`src/rtl/alu_arbiter_if.sv`:
```
// Bundle of the two request channels, the registered ALU drive/return and the tagged response channel.
// The arbiter takes the slave view; the environment (requesters, ALU, response consumer) takes the master view.
interface alu_arbiter_if #(
    parameter int WIDTH = 32
);
    logic             req0_valid;
    logic             req0_ready;
    logic [2:0]       req0_op;
    logic [WIDTH-1:0] req0_a;
    logic [WIDTH-1:0] req0_b;

    logic             req1_valid;
    logic             req1_ready;
    logic [2:0]       req1_op;
    logic [WIDTH-1:0] req1_a;
    logic [WIDTH-1:0] req1_b;

    logic [WIDTH-1:0] alu_a;
    logic [WIDTH-1:0] alu_b;
    logic [2:0]       alu_control;
    logic [WIDTH-1:0] alu_result;
    logic             alu_zero;

    logic             rsp_valid;
    logic             rsp_ready;
    logic             rsp_id;
    logic [WIDTH-1:0] rsp_result;
    logic             rsp_zero;
    logic             rsp_err;

    modport slave (
        input  req0_valid, req0_op, req0_a, req0_b,
        output req0_ready,
        input  req1_valid, req1_op, req1_a, req1_b,
        output req1_ready,
        output alu_a, alu_b, alu_control,
        input  alu_result, alu_zero,
        output rsp_valid, rsp_id, rsp_result, rsp_zero, rsp_err,
        input  rsp_ready
    );

    modport master (
        output req0_valid, req0_op, req0_a, req0_b,
        input  req0_ready,
        output req1_valid, req1_op, req1_a, req1_b,
        input  req1_ready,
        input  alu_a, alu_b, alu_control,
        output alu_result, alu_zero,
        input  rsp_valid, rsp_id, rsp_result, rsp_zero, rsp_err,
        output rsp_ready
    );
endinterface

```
`src/rtl/alu_arbiter.sv`:
```
// Two-requester ALU arbiter: legal op responds 2 cycles after accept, illegal op 1 cycle; response held until rsp_ready.
// Fixed priority (requester 0) by default; define ALU_ARB_RR_EN for round-robin on simultaneous requests.
module alu_arbiter #(
    parameter int WIDTH = 32
) (
    input  logic         clk,
    input  logic         reset,
    alu_arbiter_if.slave bus
);
    typedef enum logic [1:0] {
        IDLE = 2'd0,
        EXEC = 2'd1,
        RESP = 2'd2
    } state_t;

    state_t           state_q, state_d;
    logic             last_grant_q, last_grant_d;
    logic             grant_id_q, grant_id_d;
    logic [WIDTH-1:0] alu_a_q, alu_a_d;
    logic [WIDTH-1:0] alu_b_q, alu_b_d;
    logic [2:0]       alu_ctl_q, alu_ctl_d;
    logic [WIDTH-1:0] rsp_result_q, rsp_result_d;
    logic             rsp_zero_q, rsp_zero_d;
    logic             rsp_err_q, rsp_err_d;

    logic             any_vld;
    logic             accept;
    logic             win;
    logic             op_legal;
    logic [2:0]       sel_op;
    logic [WIDTH-1:0] sel_a;
    logic [WIDTH-1:0] sel_b;

    assign any_vld = bus.req0_valid | bus.req1_valid;
    assign accept  = (state_q == IDLE) && any_vld;

`ifdef ALU_ARB_RR_EN
    // On contention the requester that did not win last time goes next.
    assign win = (bus.req0_valid & bus.req1_valid) ? ~last_grant_q : ~bus.req0_valid;
`else
    assign win = ~bus.req0_valid;
`endif

    assign bus.req0_ready = accept & ~win;
    assign bus.req1_ready = accept &  win;

    assign sel_op   = win ? bus.req1_op : bus.req0_op;
    assign sel_a    = win ? bus.req1_a  : bus.req0_a;
    assign sel_b    = win ? bus.req1_b  : bus.req0_b;
    assign op_legal = sel_op inside {3'b000, 3'b001, 3'b010, 3'b011, 3'b101};

    always_comb begin
        state_d      = state_q;
        last_grant_d = last_grant_q;
        grant_id_d   = grant_id_q;
        alu_a_d      = alu_a_q;
        alu_b_d      = alu_b_q;
        alu_ctl_d    = alu_ctl_q;
        rsp_result_d = rsp_result_q;
        rsp_zero_d   = rsp_zero_q;
        rsp_err_d    = rsp_err_q;
        case (state_q)
            IDLE: begin
                if (any_vld) begin
                    grant_id_d   = win;
                    last_grant_d = win;
                    if (op_legal) begin
                        alu_a_d   = sel_a;
                        alu_b_d   = sel_b;
                        alu_ctl_d = sel_op;
                        state_d   = EXEC;
                    end else begin
                        // Illegal codes never reach the ALU; answer directly with an error.
                        rsp_result_d = '0;
                        rsp_zero_d   = 1'b0;
                        rsp_err_d    = 1'b1;
                        state_d      = RESP;
                    end
                end
            end
            EXEC: begin
                rsp_result_d = bus.alu_result;
                rsp_zero_d   = bus.alu_zero;
                rsp_err_d    = 1'b0;
                state_d      = RESP;
            end
            RESP: begin
                if (bus.rsp_ready) begin
                    state_d = IDLE;
                end
            end
            default: state_d = IDLE;
        endcase
    end

    always_ff @(posedge clk or posedge reset) begin
        if (reset) begin
            state_q      <= IDLE;
            last_grant_q <= 1'b1;
            grant_id_q   <= 1'b0;
            alu_a_q      <= '0;
            alu_b_q      <= '0;
            alu_ctl_q    <= 3'b000;
            rsp_result_q <= '0;
            rsp_zero_q   <= 1'b0;
            rsp_err_q    <= 1'b0;
        end else begin
            state_q      <= state_d;
            last_grant_q <= last_grant_d;
            grant_id_q   <= grant_id_d;
            alu_a_q      <= alu_a_d;
            alu_b_q      <= alu_b_d;
            alu_ctl_q    <= alu_ctl_d;
            rsp_result_q <= rsp_result_d;
            rsp_zero_q   <= rsp_zero_d;
            rsp_err_q    <= rsp_err_d;
        end
    end

    assign bus.alu_a       = alu_a_q;
    assign bus.alu_b       = alu_b_q;
    assign bus.alu_control = alu_ctl_q;
    assign bus.rsp_valid   = (state_q == RESP);
    assign bus.rsp_id      = grant_id_q;
    assign bus.rsp_result  = rsp_result_q;
    assign bus.rsp_zero    = rsp_zero_q;
    assign bus.rsp_err     = rsp_err_q;
endmodule

```
`src/flat_wrapper.sv`:
```
// flat-port wrapper written by rule: the top's interface ports become plain ports
module alu_arbiter_flat 
#(
    parameter int WIDTH = 32
)
  (clk, reset, bus_req0_valid, bus_req0_op, bus_req0_a, bus_req0_b, bus_req0_ready, bus_req1_valid, bus_req1_op, bus_req1_a, bus_req1_b, bus_req1_ready, bus_alu_a, bus_alu_b, bus_alu_control, bus_alu_result, bus_alu_zero, bus_rsp_valid, bus_rsp_id, bus_rsp_result, bus_rsp_zero, bus_rsp_err, bus_rsp_ready);
  alu_arbiter_if #(.WIDTH(WIDTH)) bus_i ();
  input  logic clk;
  input  logic reset;
  input wire logic [$bits(bus_i.req0_valid)-1:0] bus_req0_valid;
  input wire logic [$bits(bus_i.req0_op)-1:0] bus_req0_op;
  input wire logic [$bits(bus_i.req0_a)-1:0] bus_req0_a;
  input wire logic [$bits(bus_i.req0_b)-1:0] bus_req0_b;
  output wire logic [$bits(bus_i.req0_ready)-1:0] bus_req0_ready;
  input wire logic [$bits(bus_i.req1_valid)-1:0] bus_req1_valid;
  input wire logic [$bits(bus_i.req1_op)-1:0] bus_req1_op;
  input wire logic [$bits(bus_i.req1_a)-1:0] bus_req1_a;
  input wire logic [$bits(bus_i.req1_b)-1:0] bus_req1_b;
  output wire logic [$bits(bus_i.req1_ready)-1:0] bus_req1_ready;
  output wire logic [$bits(bus_i.alu_a)-1:0] bus_alu_a;
  output wire logic [$bits(bus_i.alu_b)-1:0] bus_alu_b;
  output wire logic [$bits(bus_i.alu_control)-1:0] bus_alu_control;
  input wire logic [$bits(bus_i.alu_result)-1:0] bus_alu_result;
  input wire logic [$bits(bus_i.alu_zero)-1:0] bus_alu_zero;
  output wire logic [$bits(bus_i.rsp_valid)-1:0] bus_rsp_valid;
  output wire logic [$bits(bus_i.rsp_id)-1:0] bus_rsp_id;
  output wire logic [$bits(bus_i.rsp_result)-1:0] bus_rsp_result;
  output wire logic [$bits(bus_i.rsp_zero)-1:0] bus_rsp_zero;
  output wire logic [$bits(bus_i.rsp_err)-1:0] bus_rsp_err;
  input wire logic [$bits(bus_i.rsp_ready)-1:0] bus_rsp_ready;
  assign bus_i.req0_valid = bus_req0_valid;
  assign bus_i.req0_op = bus_req0_op;
  assign bus_i.req0_a = bus_req0_a;
  assign bus_i.req0_b = bus_req0_b;
  assign bus_req0_ready = bus_i.req0_ready;
  assign bus_i.req1_valid = bus_req1_valid;
  assign bus_i.req1_op = bus_req1_op;
  assign bus_i.req1_a = bus_req1_a;
  assign bus_i.req1_b = bus_req1_b;
  assign bus_req1_ready = bus_i.req1_ready;
  assign bus_alu_a = bus_i.alu_a;
  assign bus_alu_b = bus_i.alu_b;
  assign bus_alu_control = bus_i.alu_control;
  assign bus_i.alu_result = bus_alu_result;
  assign bus_i.alu_zero = bus_alu_zero;
  assign bus_rsp_valid = bus_i.rsp_valid;
  assign bus_rsp_id = bus_i.rsp_id;
  assign bus_rsp_result = bus_i.rsp_result;
  assign bus_rsp_zero = bus_i.rsp_zero;
  assign bus_rsp_err = bus_i.rsp_err;
  assign bus_i.rsp_ready = bus_rsp_ready;
  alu_arbiter #(.WIDTH(WIDTH)) u_core (.clk(clk), .reset(reset), .bus(bus_i));
endmodule
```
`config.mk`:
```
export PLATFORM = sky130hd
export DESIGN_NAME = alu_arbiter_flat
export DESIGN_NICKNAME = d
export VERILOG_FILES = /design/src/rtl/alu_arbiter_if.sv /design/src/rtl/alu_arbiter.sv /design/src/flat_wrapper.sv
export SDC_FILE = /design/constraint.sdc
export NUM_CORES = 1
export LEC_CHECK = 0
export CORE_UTILIZATION = 30
export DETAILED_ROUTE_END_ITERATION = 10
export PLACE_DENSITY = 0.7
export SLEW_MARGIN = 20
export SYNTH_ARGS = -nofsm -noshare
export SYNTH_HDL_FRONTEND = slang
export SYNTH_SLANG_ARGS = --single-unit
```
`constraint.sdc`:
```
create_clock -name clk -period 3.2 [get_ports clk]
set_input_delay 0.64 -clock clk [delete_from_list [all_inputs] [get_ports clk]]
set_output_delay 0.64 -clock clk [all_outputs]
set_load 0.05 [all_outputs]
```
## Word level (Yosys, flattened, before mapping)

Index checks and enable logic that the tools add are counted.

- Equal/unequal tests: 9
- Muxes and demuxes: 16
- Bitwise logic cells: 4
- Reduce and logical (&&, ||, !) cells: 9

Operator list:

| operator | count |
|---|---|
| $mux W32 | 4 |
| $pmux W32 S2 | 1 |
| $eq A3 B2 Y1 const B | 2 |
| $mux W2 | 3 |
| $pmux W2 S3 | 1 |
| $reduce_and A3 Y1 | 2 |
| $reduce_bool A5 Y1 | 1 |
| $mux W1 | 4 |
| $ne A2 B1 Y1 const B | 2 |
| $pmux W1 S2 | 2 |
| $reduce_and A2 Y1 | 2 |
| $eq A3 B1 Y1 const B | 1 |
| $eq A3 B3 Y1 const B | 1 |
| $logic_not A3 Y1 | 1 |
| $mux W3 | 1 |
| $and A1 B1 Y1 | 2 |
| $eq A2 B1 Y1 const B | 1 |
| $eq A2 B2 Y1 const B | 1 |
| $logic_not A2 Y1 | 1 |
| $ne A2 B2 Y1 const B | 1 |
| $reduce_bool A2 Y1 | 1 |
| $logic_and A1 B1 Y1 | 1 |
| $not A1 Y1 | 1 |
| $or A1 B1 Y1 | 1 |

- Register bits after elaboration: 104
- Input bits: 172
- Output and inout bits: 105
- Word-level logic and storage cells: 46

## Longest topological paths before layout

Gate-level depths: netlist of the first run.

- Depth in word-level cells: 6
- Mapped depth: 8
- Depth with buffers taken out: 4

## Worst setup path after synthesis of the first run

No wires, ideal clock.

- Kind: input to output
- From: input bus_req0_valid
- To: output bus_req0_ready
- Arrival: 2.423 ns
- Data required time: 2.560 ns
- Setup slack: 0.137 ns
- Stages: 3
- Path buffers: 2
- Cells stage by stage: buf_2 -> buf_1 -> nor3b_1

- Word-level cells in the longest chain between the ends: 3

Ends and longest elaborated chain:

| item | RTL line | source |
|---|---|---|
| start, declared | flat_wrapper.sv:10 | `input wire logic [$bits(bus_i.req0_valid)-1:0] bus_req0_valid;` |
| $or A1 B1 Y1 | alu_arbiter.sv:34 | `assign any_vld = bus.req0_valid \| bus.req1_valid;` |
| $logic_and A1 B1 Y1 | alu_arbiter.sv:35 | `assign accept = (state_q == IDLE) && any_vld;` |
| $and A1 B1 Y1 (*) | alu_arbiter.sv:44 | `assign bus.req0_ready = accept & ~win;` |
| end, declared | flat_wrapper.sv:14 | `output wire logic [$bits(bus_i.req0_ready)-1:0] bus_req0_ready;` |

Mark *: on every way between the ends. The rest lies on a longest branch, timed or not.

## Worst setup path in the final report of the first run

- From: input bus_req1_valid
- To: output bus_req1_ready

- Word-level cells in the longest chain between the ends: 3

Ends and longest elaborated chain:

| item | RTL line | source |
|---|---|---|
| start, declared | flat_wrapper.sv:15 | `input wire logic [$bits(bus_i.req1_valid)-1:0] bus_req1_valid;` |
| $or A1 B1 Y1 | alu_arbiter.sv:34 |  |
| $logic_and A1 B1 Y1 | alu_arbiter.sv:35 |  |
| $and A1 B1 Y1 | alu_arbiter.sv:45 | `assign bus.req1_ready = accept & win;` |
| end, declared | flat_wrapper.sv:19 | `output wire logic [$bits(bus_i.req1_ready)-1:0] bus_req1_ready;` |

No other way between the ends.

==> results.txt, run 1 <==
Pre-Repair DR Iteration Count = 4
crit path cell chain = clkdlybuf4s50_1 > nor2_1 > or3_1 > nor2_1 > buf_12
Final #Nets = 894
ANT nets after route = 0
TritonCTS Buffers = 9
Unique masters post-synth = 23
Vias/cell = 4.72
Peak Freq = 388 MHz
first-pass GRT wire length = 22.7 mm
number of max-cap violations = 0
met1 global-route usage = 0.197
register area share after synthesis = 0.551
drt drc = 0
Stages on worst setup path = 5
final wirelength = 15.0 mm
Leakage = 3.31 nW
Final Slew Violations = 0
CTS-repair resized insts = 0
clock buffer depth = 2
number of global-route vias before repair = 4440
initial antenna violation count = 0
Critical Path Slowest Stage Cell = clkdlybuf4s50_1
CTS tree = yes
FF-to-FF path depth = 4
1st-iter DRT viols = 180
final setup fails = 0
HP Class = flop to flop
RSZ-0062 raised after global routing = no
Tot GR Track Use = 0.179
YS warnings = 0
ANT cells = 0
Inst Count DP = 922
Starting Density = 0.309
post-CTS setup buffers = 0
crit path time final = 2.58 ns
clock latency on the worst-skew pair = 0.33 ns
Worst EP required = 2.56 ns
CP Launch Type = input port
Syn Nets = 637
total grt overflow = 0
Worst Path Max Fanout = 3
kind of critical path = input port to primary output
Syn Inst Count = 465
Boundary Pins = 277
port bufs = 276
register bit total from synthesis = 104
Max transition margin = 0.368
Cell Area, Synth = 0.00473 mm2
Vias = 4424
CP dominant cell by count = nor2_1
Site Rows = 45
Die ar. = 0.0163 mm2
GR Util met3 = 0.0536
Arr. time, crit path = 1.94 ns
Power per Cell Area = 1010 mW/mm2
Setup TNS = 0 ns
Worst-Margin Slew = 0.948 ns
area added between synthesis and finish = 69.5%
Clock transition at path regs = 0.07 ns
GPL Wtd Cong = 0.738
filler instances = 1379
Final Skew = 0.00654 ns
Die H = 128 um
Root Driver = clkbuf_16
H-tree depth = 3
layout cells sized above 1 = 0.0591
crit-path leading delay family = simple AND/OR/NAND/NOR gates
GRT met2 Usage = 0.330
CP bufs+invs = 2
Core Box Area = 0.0153 mm2
busiest grt layer = met2
Max IR drop VDD = 0.654 mV
die width = 128 um
Mapped Avg Cell Area = 10.2 um2
final non-filler cell total = 938
outcome = completed
hold buffers post-CTS = 0
period utilization = 0.805
CP Capture Type = primary output
Final Hold Fails = 0
per-cell routed wire length = 16.0 um
largest net degree at the start of global routing = 105
Clock Sinks = 104
DP Wirelength = 10.9 mm
hold path depth = 1
max incr delay on CP = 0.46 ns
-- worst register-to-register path, stage by stage (launching register included) --
cell and delay (ns):
dfrtp_1 0.48, nor3_4 0.38, buf_4 0.61, a21oi_1 0.23
a21oi_1 0.17
-- where the power goes --
group / switching, W / internal (W)
registers: 0.000339 / 0.00190
logic: 0.00319 / 0.00159
clock network: 0.000466 / 0.000630
total: 0.00399 / 0.00412
-- per-layer routing --
metal | vias to the layer above | routed length, um
met1 | 2092 | 5830
met4 | 0 | 177
li1 | 2132 | -
met2 | 186 | 7710
met3 | 14 | 1330
met5 | - | 0
-- cell usage in the layout (no fill, tap or decap), types with 2 or more instances in the layout --
cell type	count
clkdlybuf4s50_1	274
a21oi_1	125
dfrtp_1	104
mux2i_1	67
nand2_1	66
o21ai_0	33
a21oi_2	10
clkbuf_16	9
buf_4	9
buf_12	4
nand2b_1	3
clkinvlp_4	3
nor2_1	2
nor2b_1	2
clkbuf_1	2
-- final timing paths --
path                                    from              endpoint  slack (ns)
min in group asynchronous              reset  u_core.bus.alu_a[10]        0.78
min reg2reg                u_core.bus.rsp_id     u_core.bus.rsp_id        0.49
max                           bus_req1_valid        bus_req1_ready        0.62
max reg2reg                u_core.state_q[1]   u_core.bus.alu_a[1]        1.25
min                        u_core.bus.rsp_id     u_core.bus.rsp_id        0.49
max in group asynchronous              reset   u_core.bus.alu_b[7]        1.92
-- cells in the mapped netlist, drive strengths merged --
| library cell | number | area [um2] |
|---|---|---|
| a32oi | 1 | 16.3 |
| a21o | 1 | 7.51 |
| nor3 | 2 | 20.0 |
| nor2b | 3 | 18.8 |
| nand2b | 3 | 18.8 |
| or3 | 1 | 6.26 |
| nand2 | 66 | 248 |
| mux2i | 67 | 671 |
| buf | 21 | 119 |
| nor3b | 1 | 7.51 |
| nor2 | 2 | 7.51 |
| clkbuf | 20 | 75.1 |
| inv | 2 | 7.51 |
| and2 | 1 | 6.26 |
| o21ai | 33 | 165 |
| o21a | 1 | 7.51 |
| a211o | 1 | 8.76 |
| dfrtp | 104 | 2600 |
| a21oi | 135 | 713 |
-- sequential cells by signal, summed over array words and instances (netlist names) --
signal,cells
u_core.state_q,2
u_core.bus.alu_a,32
u_core.bus.rsp_zero,1
u_core.bus.alu_control,3
u_core.bus.alu_b,32
u_core.bus.rsp_err,1
u_core.bus.rsp_id,1
u_core.bus.rsp_result,32
-- layout make-up --
cell class / count / area [um2] / area share
repair buffers: 287 / 2890 / 0.361
well taps: 211 / 264 / 0.0330
multi-input cells: 318 / 1940 / 0.243
clock buffers: 12 / 246 / 0.0308
inverters: 2 / 11.3 / 0.00141
flip-flops and latches: 104 / 2600 / 0.325
clock inverters: 4 / 53.8 / 0.00672
-- cell families after synthesis --
kind of cell	share of synthesized area
AND/OR/NAND/NOR	0.0704
flip-flops	0.551
multiplexers	0.142
buffers and inverters	0.0426
AO/OA/AOI/OAI	0.194
-- per-stage QoR --
step | hold slack, ns | worst slack [ns] | cell area, um2 | utilization | power, W
after detailed placement | 0.468 | 0.623 | 7710 | 0.504 | 0.00706
after global placement | 0.472 | 0.621 | 7710 | 0.504 | 0.00697
after CTS | 0.489 | 0.634 | 8010 | 0.523 | 0.00819
final | 0.487 | 0.625 | 8010 | 0.523 | 0.00811
after floorplan | 0.660 | 0.137 | 4730 | - | 0.00527
after global routing | 0.498 | 0.560 | 8010 | 0.523 | 0.00851
(Power assumes the default switching activity.)
==> inputs of run 2 (changes only) <==
--- a/config.mk
+++ b/config.mk
@@ -7,7 +7,7 @@
 export LEC_CHECK = 0
 export CORE_UTILIZATION = 30
 export DETAILED_ROUTE_END_ITERATION = 10
-export PLACE_DENSITY = 0.7
+export PLACE_DENSITY = 0.67
 export SLEW_MARGIN = 20
 export SYNTH_ARGS = -nofsm -noshare
 export SYNTH_HDL_FRONTEND = slang
==> constraint.sdc (replaced) <==
create_clock -name clk -period 2.6 [get_ports clk]
set_input_delay 0.52 -clock clk [delete_from_list [all_inputs] [get_ports clk]]
set_output_delay 0.52 -clock clk [all_outputs]
set_load 0.05 [all_outputs]
==> run 2 against run 1 <==
  * Worst setup slack got worse by 0.49 ns
  * Sequential power increased by 22%
  * Largest power group unchanged
  * Sequential share of layout area decreased by 0.066 points
  * Worst hold slack got worse by 0.0054 ns
  * Via count decreased by 0.59%
  * Global-route usage decreased by 0.061 points
  * Highest routed layer unchanged
  * Register-to-register slack got worse by 0.20 ns
  * Critical path depth decreased by 3
  * Power increased by 23%
==> results.txt, run 2 (synthesis results as in run 1) <==
outcome = completed
first-pass GRT wire length = 22.7 mm
commonest non-fill, non-tap cell in the layout = clkdlybuf4s50_1
Peak Freq = 405 MHz
ANT cells = 0
number of global-route vias before repair = 4379
Root Driver = clkbuf_16
Pre-Repair DR Iteration Count = 4
Die H = 128 um
Max IR drop VDD = 0.805 mV
Core Box Area = 0.0153 mm2
1st-iter DRT viols = 161
final wirelength = 14.8 mm
ANT nets after route = 0
Critical Path Slowest Stage Cell = clkdlybuf4s50_1
Clock Sinks = 104
per-cell routed wire length = 15.7 um
Worst Path Max Fanout = 7
Vias/cell = 4.68
TritonCTS Buffers = 9
Tot GR Track Use = 0.179
Final Skew = 0.00375 ns
kind of critical path = flop to primary output
H-tree depth = 3
final setup fails = 0
Worst-Margin Slew = 0.919 ns
Boundary Pins = 277
layout cells sized above 1 = 0.0632
CP Capture Type = primary output
Max transition margin = 0.387
Setup TNS = 0 ns
Worst EP required = 2.08 ns
clock latency on the worst-skew pair = 0.34 ns
GPL Wtd Cong = 0.758
initial antenna violation count = 0
commonest cells after routing, fill and taps aside = clkdlybuf4s50_1 (273), a21oi_1 (125), dfrtp_1 (104)
die width = 128 um
CTS tree = yes
number of max-cap violations = 0
RSZ-0062 raised after global routing = no
HP Class = flop to flop
DP Wirelength = 11.0 mm
crit path time final = 2.47 ns
port bufs = 276
area added between synthesis and finish = 69.9%
drt drc = 0
Power per Cell Area = 1240 mW/mm2
crit-path leading delay family = buffers and inverters
total grt overflow = 0
Power Total = 0.00999 W
DP Area = 0.00773 mm2
Arr. time, crit path = 1.95 ns
crit path cell chain = nor2b_1 > clkdlybuf4s50_1
Final Hold Fails = 0
clock buffer depth = 2
Final #Nets = 896
Site Rows = 45
hold buffers post-CTS = 0
CTS-repair resized insts = 0
final non-filler cell area = 0.00803 mm2
Starting Density = 0.309
Leakage = 3.33 nW
Clock transition at path regs = 0.06 ns
CP Launch Type = flop
max incr delay on CP = 0.86 ns
Final Slew Violations = 0
post-CTS setup buffers = 0
Vias = 4398
CP bufs+invs = 1
largest net degree at the start of global routing = 105
period utilization = 0.949
final core occ = 0.524
Die ar. = 0.0163 mm2
==> run 2: cell type report <==
cell class              count  area [um2]
repair buffers            289        2900
fillers                  1390        7290
flip-flops and latches    104        2600
clock inverters             2        38.8
multi-input cells         318        1950
well taps                 211         264
clock buffers              13         260
inverters                   2        11.3
==> run 2: per-layer routing <==
| layer | wire, um | track usage |
|---|---|---|
| met5 | 0 | 0 |
| met4 | 102 | 0.0315 |
| met3 | 1420 | 0.0750 |
| met2 | 7600 | 0.327 |
| met1 | 5640 | 0.193 |
==> run 2: per-stage QoR <==
stage                     worst slack (ns)  hold slack [ns]  cells
after floorplan                      0.250            0.637    465
after global placement               0.243            0.469    924
after detailed placement             0.193            0.469    924
after CTS                           0.0853            0.485    939
after global routing                0.0290            0.507    939
final                                0.133            0.481    939
==> run 2: worst paths after layout <==
kind | slack, ns | end | startpoint | depth (start not counted)
setup / recovery | 0.13 | bus_rsp_valid | u_core.state_q[1] | 2
hold / removal | 0.48 | u_core.bus.rsp_id | u_core.bus.rsp_id | 1
setup reg to reg | 1.05 | u_core.bus.alu_b[17] | u_core.state_q[1] | 4
hold reg to reg | 0.48 | u_core.bus.rsp_id | u_core.bus.rsp_id | 1
max in group asynchronous | 1.47 | u_core.bus.alu_b[12] | reset | 3
min in group asynchronous | 0.66 | u_core.bus.alu_a[17] | reset | 3
==> run 2: power breakdown <==
group          total (W)  leakage [nW]  switching (W)  internal (W)
sequential       0.00274          1.22       0.000404       0.00234
combinational    0.00589          1.97        0.00393       0.00197
clock            0.00135         0.146       0.000554      0.000796
total            0.00999          3.33        0.00488       0.00510
==> inputs of run 3 (changes only) <==
==> constraint.sdc (replaced) <==
create_clock -name clk -period 3.15 [get_ports clk]
set_input_delay 0.63 -clock clk [delete_from_list [all_inputs] [get_ports clk]]
set_output_delay 0.63 -clock clk [all_outputs]
set_load 0.05 [all_outputs]
==> run 3 against run 2 <==
  * Register-to-register slack improved by 0.28 ns
  * Global-route usage increased by 0.61 points
  * Worst setup slack gained 0.37 ns
  * Power is 18% lower
  * Clock-buffer cell count decreased by 3
  * Sequential power is 17% lower
  * Sequential share of layout area increased by 0.21 points
  * Largest cell class unchanged
  * Largest power group unchanged
==> results.txt, run 3 (synthesis results as in run 1) <==
CP Launch Type = flop
reg2reg end = u_core.bus.rsp_result[28]
post-route setup slack = 0.500 ns
post-CTS setup buffers = 0
CP bufs+invs = 1
Site Rows = 45
commonest non-fill, non-tap cell in the layout = clkdlybuf4s50_1
CTS-repair resized insts = 0
Final Skew = 0.00461 ns
number of max-cap violations = 0
internal power = 0.00409 W
RSZ-0062 raised after global routing = no
CP endpoint = bus_req0_ready
Starting Density = 0.309
Max transition margin = 0.447
Peak Freq = 377 MHz
first-pass GRT wire length = 23.4 mm
crit path from = u_core.state_q[1]
port bufs = 276
Worst EP required = 2.52 ns
Boundary Pins = 277
Final Hold Fails = 0
filler instances = 1384
crit path time final = 2.65 ns
Final #Nets = 893
Critical Path Slowest Stage Cell = clkdlybuf4s50_1
busiest grt layer = met2
area added between synthesis and finish = 68.8%
Clock transition at path regs = 0.07 ns
Vias/cell = 4.74
Clock Sinks = 104
crit-path leading delay family = buffers and inverters
layout cells sized above 1 = 0.0593
pre-CTS setup slack = 0.421 ns
Stages on worst setup path = 2
final setup fails = 0
Die H = 128 um
initial antenna violation count = 0
Flop pwr share = 0.280
CTS tree = yes
ANT nets after route = 0
commonest cells after routing, fill and taps aside = clkdlybuf4s50_1 (274), a21oi_1 (125), dfrtp_1 (104)
Worst Path Max Fanout = 7
HP Class = flop to flop
die width = 128 um
Inst Count DP = 921
sw frac = 0.499
outcome = completed
Final Slew Violations = 0
worst r2r src = u_core.state_q[1]
power share of the combinational group = 0.594
crit path cell chain = nor3b_1 > clkdlybuf4s50_1
1st-iter DRT viols = 252
NetSw = 0.00408 W
GR Util met3 = 0.0482
Worst-Margin Slew = 0.826 ns
Pre-Repair DR Iteration Count = 4
Root Driver = clkbuf_16
Core Box Area = 0.0153 mm2
Power per Cell Area = 1020 mW/mm2
ANT cells = 0
Max IR drop VDD = 0.632 mV
hold buffers post-CTS = 0
GPL Wtd Cong = 0.790
Die ar. = 0.0163 mm2
per-cell routed wire length = 16.3 um
clock latency on the worst-skew pair = 0.34 ns
FF-to-FF path depth = 3
CP Capture Type = primary output
drt drc = 0
final non-filler cell total = 936
Setup TNS = 0 ns
clock buffer depth = 2
final wirelength = 15.2 mm
largest net degree at the start of global routing = 105
H-tree depth = 3
Tot GR Track Use = 0.185
kind of critical path = flop to primary output
number of global-route vias before repair = 4468
GRT met2 Usage = 0.317
total grt overflow = 0
Leakage = 3.30 nW
period utilization = 0.841
TritonCTS Buffers = 9
Vias = 4434
met1 global-route usage = 0.221
Arr. time, crit path = 2.02 ns
R2R setup slack = 1.33 ns
Clk pwr share = 0.127
max incr delay on CP = 0.87 ns
DP Wirelength = 11.1 mm
run 3: cell count changes in the layout (fill, tap and decap cells not counted):
cell	delta
bufinv_16	-1
clkdlybuf4s50_1	+1
clkbuf_8	-1
clkinvlp_4	+2
clkinv_2	+2
buf_4	-4
nor3b_2	-1
clkbuf_1	-2
nor3b_1	+1
run 3: stage by stage:
stage | total power [W] | area, um2 | util | hold WS (ns)
detailed placement | 0.00718 | 7700 | 0.503 | 0.476
finish | 0.00817 | 7980 | 0.521 | 0.488
global placement | 0.00709 | 7700 | 0.503 | 0.463
global route | 0.00858 | 7980 | 0.521 | 0.518
CTS | 0.00824 | 7980 | 0.521 | 0.492
floorplan | 0.00535 | 4730 | - | 0.660
run 3: final cells by class:
class                      instances  area, um2  area share
tap                              211        264      0.0331
clock buffer                      10        239      0.0300
timing repair buffer             286       2880       0.361
clock inverter                     5       33.8     0.00424
inverter                           2       11.3     0.00141
sequential                       104       2600       0.326
multi-input combinational        318       1940       0.244
run 3: power groups by stage:
| stage | clock network (W) | logic, W | registers (W) |
|---|---|---|---|
| 6_report | 0.00103 | 0.00485 | 0.00228 |
| 2_1_floorplan | 0 | 0.00107 | 0.00428 |
| 3_5_place_dp | 0 | 0.00489 | 0.00230 |
| 3_3_place_gp | 0 | 0.00481 | 0.00228 |
| 5_1_grt | 0.00113 | 0.00509 | 0.00237 |
| 4_1_cts | 0.00107 | 0.00489 | 0.00229 |
run 3: worst min path at each step:
stage | slack (ns) | to | startpoint | depth (start not counted)
4_1_cts | 0.49 | u_core.bus.rsp_id | u_core.bus.rsp_id | 1
6_report | 0.49 | u_core.bus.rsp_id | u_core.bus.rsp_id | 1
5_1_grt | 0.52 | u_core.bus.rsp_id | u_core.bus.rsp_id | 1
3_3_place_gp | 0.46 | u_core.bus.rsp_id | u_core.bus.rsp_id | 1
3_5_place_dp | 0.48 | u_core.bus.rsp_id | u_core.bus.rsp_id | 1
2_1_floorplan | 0.66 | u_core.bus.rsp_id | u_core.state_q[0] | 2
run 3: layer usage:
metal	share of wire	vias up	routed length (um)
met5	0	-	0
met4	0.019	0	293
met3	0.089	21	1350
met2	0.49	202	7460
met1	0.40	2072	6140
li1	-	2139	-
